## src/rtl/rgb_mode_sequencer.sv

```systemverilog
// LED16 RGB controller: debounced BTNC steps OFF/RED/GREEN/BLUE/CYCLE, SW[3:0] sets PWM duty.
// Optional MODE_LED_EN drives a registered mode code on LED[2:0]; otherwise LED is tied low.
module rgb_mode_sequencer #(
  parameter int unsigned DB_CYCLES   = 1_000_000,
  parameter int unsigned PWM_BITS    = 8,
  parameter int unsigned CYCLE_TICKS = 50_000_000
) (
  input  logic       CLK100MHZ,
  input  logic       BTNU,
  input  logic       BTNC,
  input  logic [3:0] SW,
  output logic       LED16_R,
  output logic       LED16_G,
  output logic       LED16_B,
  output logic [2:0] LED
);

  localparam int unsigned DbW   = $clog2(DB_CYCLES + 1);
  localparam int unsigned TickW = $clog2(CYCLE_TICKS + 1);
  localparam int unsigned Reps  = (PWM_BITS + 3) / 4;
  localparam int unsigned RepW  = 4 * Reps;
  localparam logic [DbW-1:0]   DbMax   = DbW'(DB_CYCLES - 1);
  localparam logic [TickW-1:0] TickMax = TickW'(CYCLE_TICKS - 1);

  typedef enum logic [2:0] {StOff, StRed, StGreen, StBlue, StCycle} mode_e;
  typedef enum logic [1:0] {ColR, ColG, ColB} colour_e;

  logic           btn_sync1, btn_sync2, btn_db, btn_db_q, press;
  logic [DbW-1:0] db_cnt;

  always_ff @(posedge CLK100MHZ) begin
    if (BTNU) begin
      btn_sync1 <= 1'b0;
      btn_sync2 <= 1'b0;
      btn_db    <= 1'b0;
      btn_db_q  <= 1'b0;
      db_cnt    <= '0;
    end else begin
      btn_sync1 <= BTNC;
      btn_sync2 <= btn_sync1;
      btn_db_q  <= btn_db;
      if (btn_sync2 == btn_db) begin
        db_cnt <= '0;
      end else if (db_cnt == DbMax) begin
        btn_db <= btn_sync2;
        db_cnt <= '0;
      end else begin
        db_cnt <= db_cnt + 1'b1;
      end
    end
  end

  // Only the debounced rising edge counts; releases are ignored.
  assign press = btn_db & ~btn_db_q;

  function automatic mode_e next_mode(mode_e m);
    mode_e n;
    unique case (m)
      StOff:   n = StRed;
      StRed:   n = StGreen;
      StGreen: n = StBlue;
      StBlue:  n = StCycle;
      default: n = StOff;
    endcase
    return n;
  endfunction

`ifdef MODE_LED_EN
  function automatic logic [2:0] mode_code(mode_e m);
    logic [2:0] c;
    unique case (m)
      StRed:   c = 3'b001;
      StGreen: c = 3'b010;
      StBlue:  c = 3'b100;
      StCycle: c = 3'b111;
      default: c = 3'b000;
    endcase
    return c;
  endfunction

  logic [2:0] mode_led;
  assign LED = mode_led;
`else
  assign LED = 3'b000;
`endif

  mode_e            mode;
  colour_e          colour;
  logic [TickW-1:0] tick;

  always_ff @(posedge CLK100MHZ) begin
    if (BTNU) begin
      mode   <= StOff;
      colour <= ColR;
      tick   <= '0;
`ifdef MODE_LED_EN
      mode_led <= 3'b000;
`endif
    end else if (press) begin
      // A press beats a simultaneous colour step.
      mode   <= next_mode(mode);
      colour <= ColR;
      tick   <= '0;
`ifdef MODE_LED_EN
      mode_led <= mode_code(next_mode(mode));
`endif
    end else if (mode == StCycle) begin
      if (tick == TickMax) begin
        tick <= '0;
        unique case (colour)
          ColR:    colour <= ColG;
          ColG:    colour <= ColB;
          default: colour <= ColR;
        endcase
      end else begin
        tick <= tick + 1'b1;
      end
    end else begin
      colour <= ColR;
      tick   <= '0;
    end
  end

  logic [PWM_BITS-1:0] pwm_cnt, duty, duty_src;
  logic [RepW-1:0]     sw_rep;
  logic                pwm_on, sel_r, sel_g, sel_b;

  assign sw_rep   = {Reps{SW}};
  assign duty_src = sw_rep[RepW-1 -: PWM_BITS];
  assign pwm_on   = (pwm_cnt < duty);

  always_comb begin
    sel_r = 1'b0;
    sel_g = 1'b0;
    sel_b = 1'b0;
    unique case (mode)
      StRed:   sel_r = 1'b1;
      StGreen: sel_g = 1'b1;
      StBlue:  sel_b = 1'b1;
      StCycle: begin
        sel_r = (colour == ColR);
        sel_g = (colour == ColG);
        sel_b = (colour == ColB);
      end
      default: ;
    endcase
  end

  always_ff @(posedge CLK100MHZ) begin
    if (BTNU) begin
      pwm_cnt <= '0;
      duty    <= '0;
      LED16_R <= 1'b0;
      LED16_G <= 1'b0;
      LED16_B <= 1'b0;
    end else begin
      pwm_cnt <= pwm_cnt + 1'b1;
      // Duty only moves at the period boundary so a period is never cut short.
      if (&pwm_cnt) duty <= duty_src;
      LED16_R <= pwm_on & sel_r;
      LED16_G <= pwm_on & sel_g;
      LED16_B <= pwm_on & sel_b;
    end
  end

endmodule

```

## config.mk

```make
export PLATFORM = sky130hd
export DESIGN_NAME = rgb_mode_sequencer
export DESIGN_NICKNAME = d
export VERILOG_FILES = /design/src/rtl/rgb_mode_sequencer.sv
export SDC_FILE = /design/constraint.sdc
export NUM_CORES = 1
export LEC_CHECK = 0
export BUFFER_PORTS_ARGS = -buffer_cell sky130_fd_sc_hd__buf_2
export CAP_MARGIN = 30
export CORE_ASPECT_RATIO = 1.25
export CORE_MARGIN = 2
export CORE_UTILIZATION = 64
export DETAILED_ROUTE_END_ITERATION = 8
export PLACE_DENSITY = 0.94
export SYNTH_ARGS = -nofsm -noshare
export SYNTH_HDL_FRONTEND = slang
export SYNTH_SLANG_ARGS = --single-unit
export TNS_END_PERCENT = 10
```

## constraint.sdc

```tcl
create_clock -name CLK100MHZ -period 6.03 [get_ports CLK100MHZ]
set_clock_uncertainty 0.2 [all_clocks]
set_input_delay 1.206 -clock CLK100MHZ [delete_from_list [all_inputs] [get_ports CLK100MHZ]]
set_output_delay 1.206 -clock CLK100MHZ [all_outputs]
set_load 0.02 [all_outputs]
```

# ---- Word-level counts from Yosys, hierarchy flattened
# Cells that the tools add are included.
dict set report word_totals {
  ff_bits 74
  out_inout_bits 6
}
dict set report op_classes {
  n_addsub 3
  n_lt_le_gt_ge 1
  n_eq_ne 9
  muxes 5
  bitwise_logic 7
  n_reduce_logical 7
}
# op n
set op_table {}
lappend op_table {{$add 26x1->26 const B} 1}
lappend op_table {{$eq 26x26->1 const B} 1}
lappend op_table {{$add 20x1->20 const B} 1}
lappend op_table {{$eq 20x20->1 const B} 1}
lappend op_table {{$pmux 3 s4} 1}
lappend op_table {{$add 8x1->8 const B} 1}
lappend op_table {{$lt 8x8->1} 1}
lappend op_table {{$reduce_and 8->1} 1}
lappend op_table {{$eq 3x2->1 const B} 2}
lappend op_table {{$pmux 1 s2} 3}
lappend op_table {{$reduce_or 3->1} 2}
lappend op_table {{$and 1x1->1} 4}
lappend op_table {{$pmux 2 s2} 1}
lappend op_table {{$reduce_or 4->1} 1}
lappend op_table {{$eq 3x1->1 const B} 1}
lappend op_table {{$eq 3x3->1 const B} 1}
lappend op_table {{$logic_not 3->1} 1}
lappend op_table {{$not 1->1} 3}
lappend op_table {{$eq 2x1->1 const B} 1}
lappend op_table {{$eq 2x2->1 const B} 1}
lappend op_table {{$logic_not 2->1} 1}
lappend op_table {{$reduce_and 2->1} 1}
lappend op_table {{$eq 1x1->1} 1}

# ---- Depth between registers and ports, before layout
# Gate-level depths: netlist of run 1.
dict set report logic_depth {
  word_depth 3
  ltp_mapped 9
  depth_no_buf 6
}

# ---- Worst setup path before layout of run 1
# OpenSTA, ideal clock, no wires.
dict set report synth_path {
  path_type {input-to-reg}
  start {input BTNU}
  end {register tick[16]}
  setup_ns 0.065
  arrival_time_ns 2.090
  required_ns 5.765
  path_slack_ns 3.675
  stages 5
  n_path_buf 2
  path_cell_list {or3b_1 nand2b_1 buf_6 buf_6 nor2_1}
}
dict set report synth_between {
  elab_chain_cells 1
}
# item line_no
set synth_lines {}
lappend synth_lines {{start: declaration} 9} ;# input logic BTNU,
lappend synth_lines {{$reduce_or 4->1 (no line)} n/a}
lappend synth_lines {{end signal: assignment} 116} ;# tick <= tick + 1'b1;
lappend synth_lines {{end: declaration} 89} ;# logic [TickW-1:0] tick;
# Every way passes these cells.
# A chain may end at the register's enable or synchronous reset.

# ---- Worst setup path after layout of run 1
dict set report layout_path {
  start {register tick[0]}
  end {register tick[15]}
}
dict set report layout_between {
  elab_chain_cells 2
  elab_cells_between_ends 3
  cone_classes {1 x add/sub; 1 x eq/ne; 1 x reduce/logical}
}
# item
set layout_lines {}
lappend layout_lines {{branches (longest 2 deep; another with $add 26x1->26)}}
# Several ways; the timed one is not identified.

==> results.py, run 1 <==
metrics = {
    "outcome": {
        "status": "finished clean",
    },
    "global_routing": {
        "grt_pass1_vias": 2321,
        "track_usage_pct": 22.6,
        "grt_max_degree": 27,
        "grt.overflow.total": 0,
        "grt_pass1_wl_mm": 9.54,
        "antenna_found_initial": 0,
    },
    "yosys": {
        "syn-cell-area_um2": 3160,
        "syn_area_per_cell_um2": 8.73,
        "synth.distinct_cells": 41,
        "synth_enable_flop_cells": 0,
        "synth.ff_latch_count": 70,
        "synthArstFlopShare_pct": 0,
        "ys_seq_area_share_pct": 44.3,
        "ys_warn_count": 0,
        "synth_top_flop_cell": "dfxtp_1",
        "synth_cells": 362,
    },
    "sta": {
        "fmax_mhz": 364,
        "hold_violations": 0,
        "setup-violations-final": 0,
        "min_period_ps": 2750,
        "fin_tns_setup_ps": 0,
        "finalMaxSlewViolations": 0,
        "worst_slack_ps": 3280,
        "max_slew_margin_pct": 40.4,
        "finalCritPeriodShare_pct": 45.6,
        "rsz0062_at_grt": "false",
        "tightest_slew_ps": 886,
    },
    "power": {
        "seqPwrFrac_pct": 54.4,
        "swShare_pct": 20.4,
        "peakVddDrop_v": 0.000196,
        "p_sw_uw": 175,
        "power_density_nw_per_um2": 253,
        "combPwrFrac_pct": 1.9,
        "p_clk_share_pct": 43.6,
        "p_int_uw": 686,
        "power.static_leakage_nw": 1.11,
    },
    "cts": {
        "cts-root-buf": "clkbuf_8",
        "numCtsBuffers": 9,
        "holdBufCountCts": 0,
        "post_cts_buffers": 0,
        "cts_tree": "yes",
        "cts_resized": 0,
        "clock_latency_ps": 340,
        "htreeDepth": 3,
        "clkSlewWorstSetupHoldPaths_ps": 70,
        "clock-sinks": 70,
        "cts_buffer_depth": 2,
    },
    "routing": {
        "dr.pass1.iters": 4,
        "totalWireLength_mm": 5.37,
        "avgRoutedWirePerCell_um": 12.3,
        "vias": 2368,
        "vias_per_cell": 5.43,
        "ant_nets": 0,
        "drt_iter0_markers": 129,
        "remaining_drc_errors": 0,
    },
    "worst_setup_path": {
        "crit_fanout": 26,
        "crit_path_end_kind": "register",
        "cp-start-kind": "register",
        "worst_ep_required_time_ps": 6020,
        "worstPathArrival_ps": 2730,
        "crit_type": "reg2reg",
    },
    "final_layout": {
        "antenna_cells": 0,
        "layoutNonFillerInstCount": 436,
        "final_core_util_pct": 71.9,
        "syn_to_final_growth_pct": 7.64,
        "nNetsFinal": 388,
        "fillers": 345,
        "final_layout_size_suffix_gt1_share_pct": 7.98,
    },
    "placement": {
        "place_ws_ps": 2960,
        "gp_congestion": 0.801,
        "dpl.hpwl_mm": 3.68,
        "numPortBuffers": 9,
        "dpl.cell_count": 420,
    },
    "die": {
        "io-pin-count": 13,
        "die_x_um": 66.9,
        "die_h_um": 82.6,
        "die_area_um2": 5520,
        "initial_core_util_pct": 66.8,
        "num_rows": 28,
        "coreArea_um2": 4730,
    },
    "run": {
        "max_cap_violations": 0,
    },
    "worst_hold_path": {
        "min_path_type": "reg2reg",
    },
}
==> metal layers <==
metal | vias to the layer above | wire length (um) | track usage (%)
li1 | 1227 | - | -
met1 | 1096 | 2360 | 24.7
met2 | 36 | 2750 | 41.0
met3 | 9 | 184 | 6.23
met4 | 0 | 82 | 9.59
met5 | - | 0 | 0
==> power groups by stage <==
| stage | sequential, mW | combinational (mW) | clock, mW |
|---|---|---|---|
| after floorplan | 0.479 | 0.0143 | 0 |
| after global placement | 0.479 | 0.0163 | 0 |
| after detailed placement | 0.479 | 0.0167 | 0 |
| after CTS | 0.469 | 0.0169 | 0.383 |
| after global routing | 0.469 | 0.0198 | 0.402 |
| final | 0.469 | 0.0167 | 0.376 |
==> layout make-up <==
cell class                      instances  area (um^2)  area share, %
Sequential cell                        70         1400           41.2
Inverter                               15         56.3           1.66
Clock buffer                           13          159           4.67
Tap cell                               60         75.1           2.21
Timing Repair Buffer                    9         45.0           1.32
Clock inverter                          3         42.5           1.25
Multi-Input combinational cell        266         1620           47.7
==> synth_stat cells (2+ instances only) <==
master / count / area, um^2
nor4_2: 2 / 25.0
inv_1: 14 / 52.6
nand3_1: 25 / 125
or3_1: 7 / 43.8
or4_1: 2 / 15.0
nor2_1: 79 / 297
nand2b_1: 5 / 31.3
clkbuf_1: 2 / 7.51
nor4_1: 4 / 25.0
a21oi_1: 11 / 55.1
o21ai_0: 3 / 15.0
nand2_1: 16 / 60.1
mux2i_1: 7 / 70.1
xnor2_1: 26 / 228
nor4b_1: 2 / 17.5
xor2_1: 20 / 175
nor2b_1: 5 / 31.3
ha_1: 10 / 125
and3_1: 5 / 31.3
buf_4: 3 / 22.5
nor3_1: 11 / 55.1
nand4_1: 10 / 62.6
buf_6: 3 / 33.8
dfxtp_1: 70 / 1400
buf_2: 4 / 20.0
==> registers in the layout (all words and copies together) (netlist names) <==
name and cells:
tick 26, db_cnt 20, pwm_cnt 8, duty 4, mode 3, colour 2
LED16_B 1, LED16_G 1, LED16_R 1, btn_db 1, btn_db_q 1, btn_sync1 1
btn_sync2 1
==> placed cells by master (no fill, tap or decap), types with 2 or more instances in the layout <==
| master | count |
|---|---|
| nor2_1 | 79 |
| dfxtp_1 | 70 |
| xnor2_1 | 26 |
| nand3_1 | 25 |
| xor2_1 | 20 |
| nand2_1 | 16 |
| inv_1 | 14 |
| nor3_1 | 11 |
| a21oi_1 | 11 |
| clkbuf_8 | 11 |
| nand4_1 | 10 |
| ha_1 | 10 |
| buf_2 | 9 |
| or3_1 | 7 |
| mux2i_1 | 7 |
| and3_1 | 5 |
| nand2b_1 | 5 |
| nor2b_1 | 5 |
| nor4_1 | 4 |
| o21ai_0 | 3 |
| conb_1 | 3 |
| or4_1 | 2 |
| nor4b_1 | 2 |
| nor4_2 | 2 |
| clkbuf_1 | 2 |
==> critical path: stages (launching register included) <==
cell	delay (ps)
dfxtp_1	370
ha_1	360
nand4_1	180
nor4b_1	350
nand4_1	260
nand2b_1	710
nor2_1	150
==> cell families after synthesis <==
| logic type | count (synthesis) | share of synthesized area, % |
|---|---|---|
| buffers and inverters | 28 | 4.55 |
| DFF | 70 | 44.3 |
| muxes | 7 | 2.22 |
| xor gates and xnor gates | 46 | 12.7 |
| and+or+nand+nor | 181 | 28.6 |
| AOI/OAI and AO/OA | 19 | 3.48 |
| other | 1 | 0.119 |
| adders and majority gates | 10 | 3.96 |
==> through the flow <==
step / total power [mW] / instance area (um^2) / hold WS [ps]
after floorplan: 0.493 / 3170 / 214
after global placement: 0.495 / 3200 / 223
after detailed placement: 0.496 / 3200 / 222
after CTS: 0.869 / 3400 / 238
after global routing: 0.891 / 3400 / 270
final: 0.861 / 3400 / 239
==> final timing paths <==
| check | startpoint | to | slack, ps | depth (start not counted) |
|---|---|---|---|---|
| setup / recovery | tick[0] | tick[15] | 3280 | 6 |
| hold / removal | btn_sync1 | btn_sync2 | 240 | 1 |
| setup reg to reg | tick[0] | tick[15] | 3280 | 6 |
| hold reg to reg | btn_sync1 | btn_sync2 | 240 | 1 |
Note: power is estimated with default switching activity, not from simulation.
==> inputs of run 2 (changes only) <==
- CORE_UTILIZATION: 64 -> 61
- PLACE_DENSITY: 0.94 -> 0.91
- clock period: 6.03 -> 2.75 ns (I/O delays scaled with it)
==> results.py, run 2 (same netlist as run 1, synthesis figures left out) <==
metrics = {
    "power": {
        "power.static_leakage_nw": 1.12,
        "power_density_nw_per_um2": 517,
        "peakVddDrop_v": 0.000405,
    },
    "routing": {
        "drt_iter0_markers": 92,
        "vias_per_cell": 5.41,
        "dr.pass1.iters": 4,
        "totalWireLength_mm": 5.34,
        "avgRoutedWirePerCell_um": 12.0,
        "vias": 2400,
        "ant_nets": 0,
        "remaining_drc_errors": 0,
    },
    "final_layout": {
        "top_register": "tick",
        "ff_latch_area_um2": 1400,
        "fillers": 385,
        "top_regs": "tick x26, db_cnt x20, pwm_cnt x8",
        "largest_reg_flops": 26,
        "syn_to_final_growth_pct": 7.88,
        "nNetsFinal": 394,
        "final_cell_mix": "79 x nor2_1, 70 x dfxtp_1, 26 x xnor2_1",
        "final_common_cell": "nor2_1",
        "antenna_cells": 0,
        "final_layout_size_suffix_gt1_share_pct": 8.64,
        "multi_input_area_um2": 1620,
    },
    "cts": {
        "cts_tree": "yes",
        "numCtsBuffers": 9,
        "cts_buffer_depth": 2,
        "clkSlewWorstSetupHoldPaths_ps": 60,
        "clock_latency_ps": 340,
        "cts-root-buf": "clkbuf_8",
        "clock-sinks": 70,
        "htreeDepth": 3,
        "post_cts_buffers": 0,
        "cts_resized": 0,
        "holdBufCountCts": 0,
    },
    "die": {
        "die_x_um": 68.4,
        "die_area_um2": 5780,
        "coreArea_um2": 5040,
        "die_h_um": 84.5,
        "initial_core_util_pct": 62.7,
        "io-pin-count": 13,
        "num_rows": 29,
    },
    "worst_setup_path": {
        "r2r_setup_slack_ps": 520,
        "cp-start-kind": "register",
        "worstPathArrival_ps": 2250,
        "crit_slowest_cell": "nor4_1",
        "path_cells": "ha_1, inv_1, or3_1, nor4_1, or3_1, buf_4, nor2_1",
        "crit_fanout": 20,
        "crit_type": "reg2reg",
        "max_stage_delay_ps": 400,
        "reg2reg_depth": 7,
        "cp.depth": 7,
        "cpLargestDelayFamily": "simple AND/OR/NAND/NOR gates",
        "critPathBufInv": 2,
        "cpMostUsedCell": "or3_1",
        "worst_ep_required_time_ps": 2770,
        "crit_path_end_kind": "register",
    },
    "global_routing": {
        "grt_max_degree": 27,
        "antenna_found_initial": 0,
        "grt.overflow.total": 0,
        "grt_pass1_vias": 2313,
        "track_usage_pct": 21.0,
        "grt_pass1_wl_mm": 9.27,
    },
    "sta": {
        "setup-violations-final": 0,
        "fin_tns_setup_ps": 0,
        "hold_slack_ps": 219,
        "hold_violations": 0,
        "finalMaxSlewViolations": 0,
        "min_period_ps": 2230,
        "finalCritPeriodShare_pct": 81.0,
        "fmax_mhz": 449,
        "rsz0062_at_grt": "false",
    },
    "placement": {
        "numPortBuffers": 9,
        "dpl.hpwl_mm": 3.82,
        "gp_congestion": 0.854,
    },
    "run": {
        "max_cap_violations": 0,
    },
    "outcome": {
        "status": "finished clean",
    },
    "worst_hold_path": {
        "hold_depth": 2,
        "min_path_type": "in2reg",
    },
}
==> run 2: cell count changes in the layout (fill, tap and decap cells not counted), sizes merged <==
cell      before  now
clkinvlp       1    0
bufinv         1    0
clkbuf        13   15
buf            9   15
==> run 2: final timing paths <==
check | start | end
worst min-delay path | BTNC | btn_sync1
worst max register to register | db_cnt[0] | db_cnt[7]
worst max-delay path | db_cnt[0] | db_cnt[7]
worst min register to register | btn_sync1 | btn_sync2
==> run 2: per-layer routing <==
layer | vias up | global-route usage (%) | wire [um]
met5 | - | 0 | 0
met4 | 0 | 10.0 | 76
met3 | 9 | 6.97 | 163
met2 | 33 | 34.0 | 2710
met1 | 1119 | 24.2 | 2390
li1 | 1239 | - | -
==> run 2: power by group <==
part / internal, mW / switching [mW] / total (mW)
Sequential: 1.02 / 0.00778 / 1.03
Combinational: 0.0170 / 0.0223 / 0.0393
Clock: 0.353 / 0.341 / 0.693
==> run 2: cell type report <==
cell class	count	share of cell area, %
Clock buffer	15	4.59
Tap cell	62	2.28
Clock inverter	1	0.147
Timing Repair Buffer	15	2.64
Multi-Input combinational cell	266	47.6
Inverter	15	1.65
Sequential cell	70	41.1
==> run 2: through the flow <==
step / util, % / instances / total power [mW] / area (um^2) / worst slack (ps)
final: 67.6 / 444 / 1.76 / 3410 / 524
after global routing: 67.6 / 444 / 1.83 / 3410 / 277
after CTS: 67.6 / 444 / 1.78 / 3410 / 499
after detailed placement: 64.4 / 428 / 1.09 / 3250 / 515
after global placement: 64.4 / 428 / 1.09 / 3250 / 581
after floorplan: - / 364 / 1.08 / 3170 / 701
==> run 2: worst register-to-register path: cells and delay by family (launching register included) <==
family | cells | cell delay, ps
buffers and inverters | 2 | 300
DFF | 1 | 370
and+or+nand+nor | 4 | 1030
adders and majority gates | 1 | 220
==> inputs of run 3 (changes only) <==
- clock period: 2.75 -> 2.2 ns (I/O delays scaled with it)
==> results.py, run 3 (same netlist as run 1, synthesis figures left out) <==
metrics = {
    "outcome": {
        "status": "finished clean",
    },
    "final_layout": {
        "final_layout_size_suffix_gt1_share_pct": 12.6,
        "layoutNonFillerInstCount": 450,
        "final_cell_mix": "79 x nor2_1, 69 x dfxtp_1, 26 x xnor2_1",
        "fillers": 385,
        "final_common_cell": "nor2_1",
        "nNetsFinal": 401,
        "antenna_cells": 0,
        "top_register": "tick",
        "top_regs": "tick x26, db_cnt x20, pwm_cnt x8",
        "final_core_util_pct": 69.9,
        "largest_reg_flops": 26,
        "syn_to_final_growth_pct": 11.6,
    },
    "die": {
        "die_x_um": 68.4,
        "die_area_um2": 5780,
        "initial_core_util_pct": 62.7,
        "die_h_um": 84.5,
        "coreArea_um2": 5040,
        "io-pin-count": 13,
        "num_rows": 29,
    },
    "cts": {
        "clkSlewWorstSetupHoldPaths_ps": 70,
        "clock_latency_ps": 340,
        "cts_buffer_depth": 2,
        "numCtsBuffers": 9,
        "cts_tree": "yes",
        "htreeDepth": 3,
        "clock-sinks": 70,
        "cts-root-buf": "clkbuf_8",
    },
    "worst_setup_path": {
        "path_cells": "or4b_2, nor4_4, or3_4, buf_12, nor2_1",
        "max_stage_delay_ps": 710,
        "crit_fanout": 20,
        "cp-start-kind": "register",
        "crit_path_end_kind": "register",
        "cpLargestDelayFamily": "simple AND/OR/NAND/NOR gates",
        "worstPathArrival_ps": 2130,
        "crit_slowest_cell": "or4b_2",
        "critPathBufInv": 1,
        "crit_type": "reg2reg",
        "worst_ep_required_time_ps": 2230,
    },
    "sta": {
        "fmax_mhz": 476,
        "hold_slack_ps": 109,
        "finalCritPeriodShare_pct": 95.6,
        "worst_slack_ps": 97.2,
        "finalMaxSlewViolations": 0,
        "min_period_ps": 2100,
        "setup-violations-final": 0,
        "hold_violations": 0,
        "fin_tns_setup_ps": 0,
    },
    "routing": {
        "vias": 2460,
        "remaining_drc_errors": 0,
        "ant_nets": 0,
        "vias_per_cell": 5.47,
        "drt_iter0_markers": 152,
        "totalWireLength_mm": 5.69,
        "avgRoutedWirePerCell_um": 12.6,
        "dr.pass1.iters": 5,
    },
    "placement": {
        "gp_congestion": 0.803,
        "place_ws_ps": 0.466,
        "dpl.cell_count": 434,
        "numPortBuffers": 9,
        "dpl.hpwl_mm": 3.93,
    },
    "global_routing": {
        "antenna_found_initial": 0,
        "track_usage_pct": 21.3,
        "grt_max_degree": 27,
        "grt_pass1_wl_mm": 9.46,
        "grt_pass1_vias": 2349,
        "grt.overflow.total": 0,
    },
    "power": {
        "power_density_nw_per_um2": 639,
        "peakVddDrop_v": 0.000647,
        "power.static_leakage_nw": 1.20,
    },
    "worst_hold_path": {
        "min_path_type": "in2reg",
    },
    "run": {
        "max_cap_violations": 0,
    },
}
run 3: stage by stage:
step,power [mW],cell area (um^2)
after global placement,1.36,3320
after detailed placement,1.37,3320
final,2.25,3530
after global routing,2.33,3530
after CTS,2.27,3500
after floorplan,1.35,3170
run 3: worst reg2reg max path, cell delays in order (launching register included):
cell     delay (ps)
dfxtp_1         350
or4b_2          720
nor4_4          330
or3_4           190
buf_12          140
nor2_1           60
run 3: area by class of cell:
class | count | area [um^2] | area share (%)
inverters | 15 | 56.3 | 1.60
clock buffers | 11 | 151 | 4.29
well taps | 62 | 77.6 | 2.20
multi-input cells | 266 | 1650 | 46.8
flip-flops and latches | 70 | 1400 | 39.8
repair buffers | 22 | 168 | 4.75
clock inverters | 4 | 22.5 | 0.639
run 3: what timing repair did:
| item | 4_1_cts | 5_1_grt |
|---|---|---|
| resized for setup | 1 | 5 |
| pin swaps | 0 | 2 |
| setup endpoints to repair | 15 | 47 |
| buffers inserted | 0 | 1 |
| endpoints found under the hold margin | 0 | 0 |
| hold buffers | 0 | 0 |
run 3: worst paths after layout:
check / start / to / slack [ps] / depth (start not counted)
worst max register to register: db_cnt[7] / db_cnt[14] / 100 / 5
worst min-delay path: BTNC / btn_sync1 / 110 / 2
worst max-delay path: db_cnt[7] / db_cnt[14] / 100 / 5
worst min register to register: db_cnt[0] / db_cnt[0] / 230 / 1
run 3: per-layer routing:
metal,vias up,share of wire (%),GRT usage (%)
li1,1254,-,-
met1,1153,42,22.0
met2,39,53,38.0
met3,14,2.8,6.03
met4,0,1.9,9.45
met5,-,0,0
run 3: where the power goes:
group / internal (mW) / switching (mW)
registers: 1.28 / 0.0103
clock network: 0.458 / 0.457
logic: 0.0236 / 0.0300
total: 1.76 / 0.497
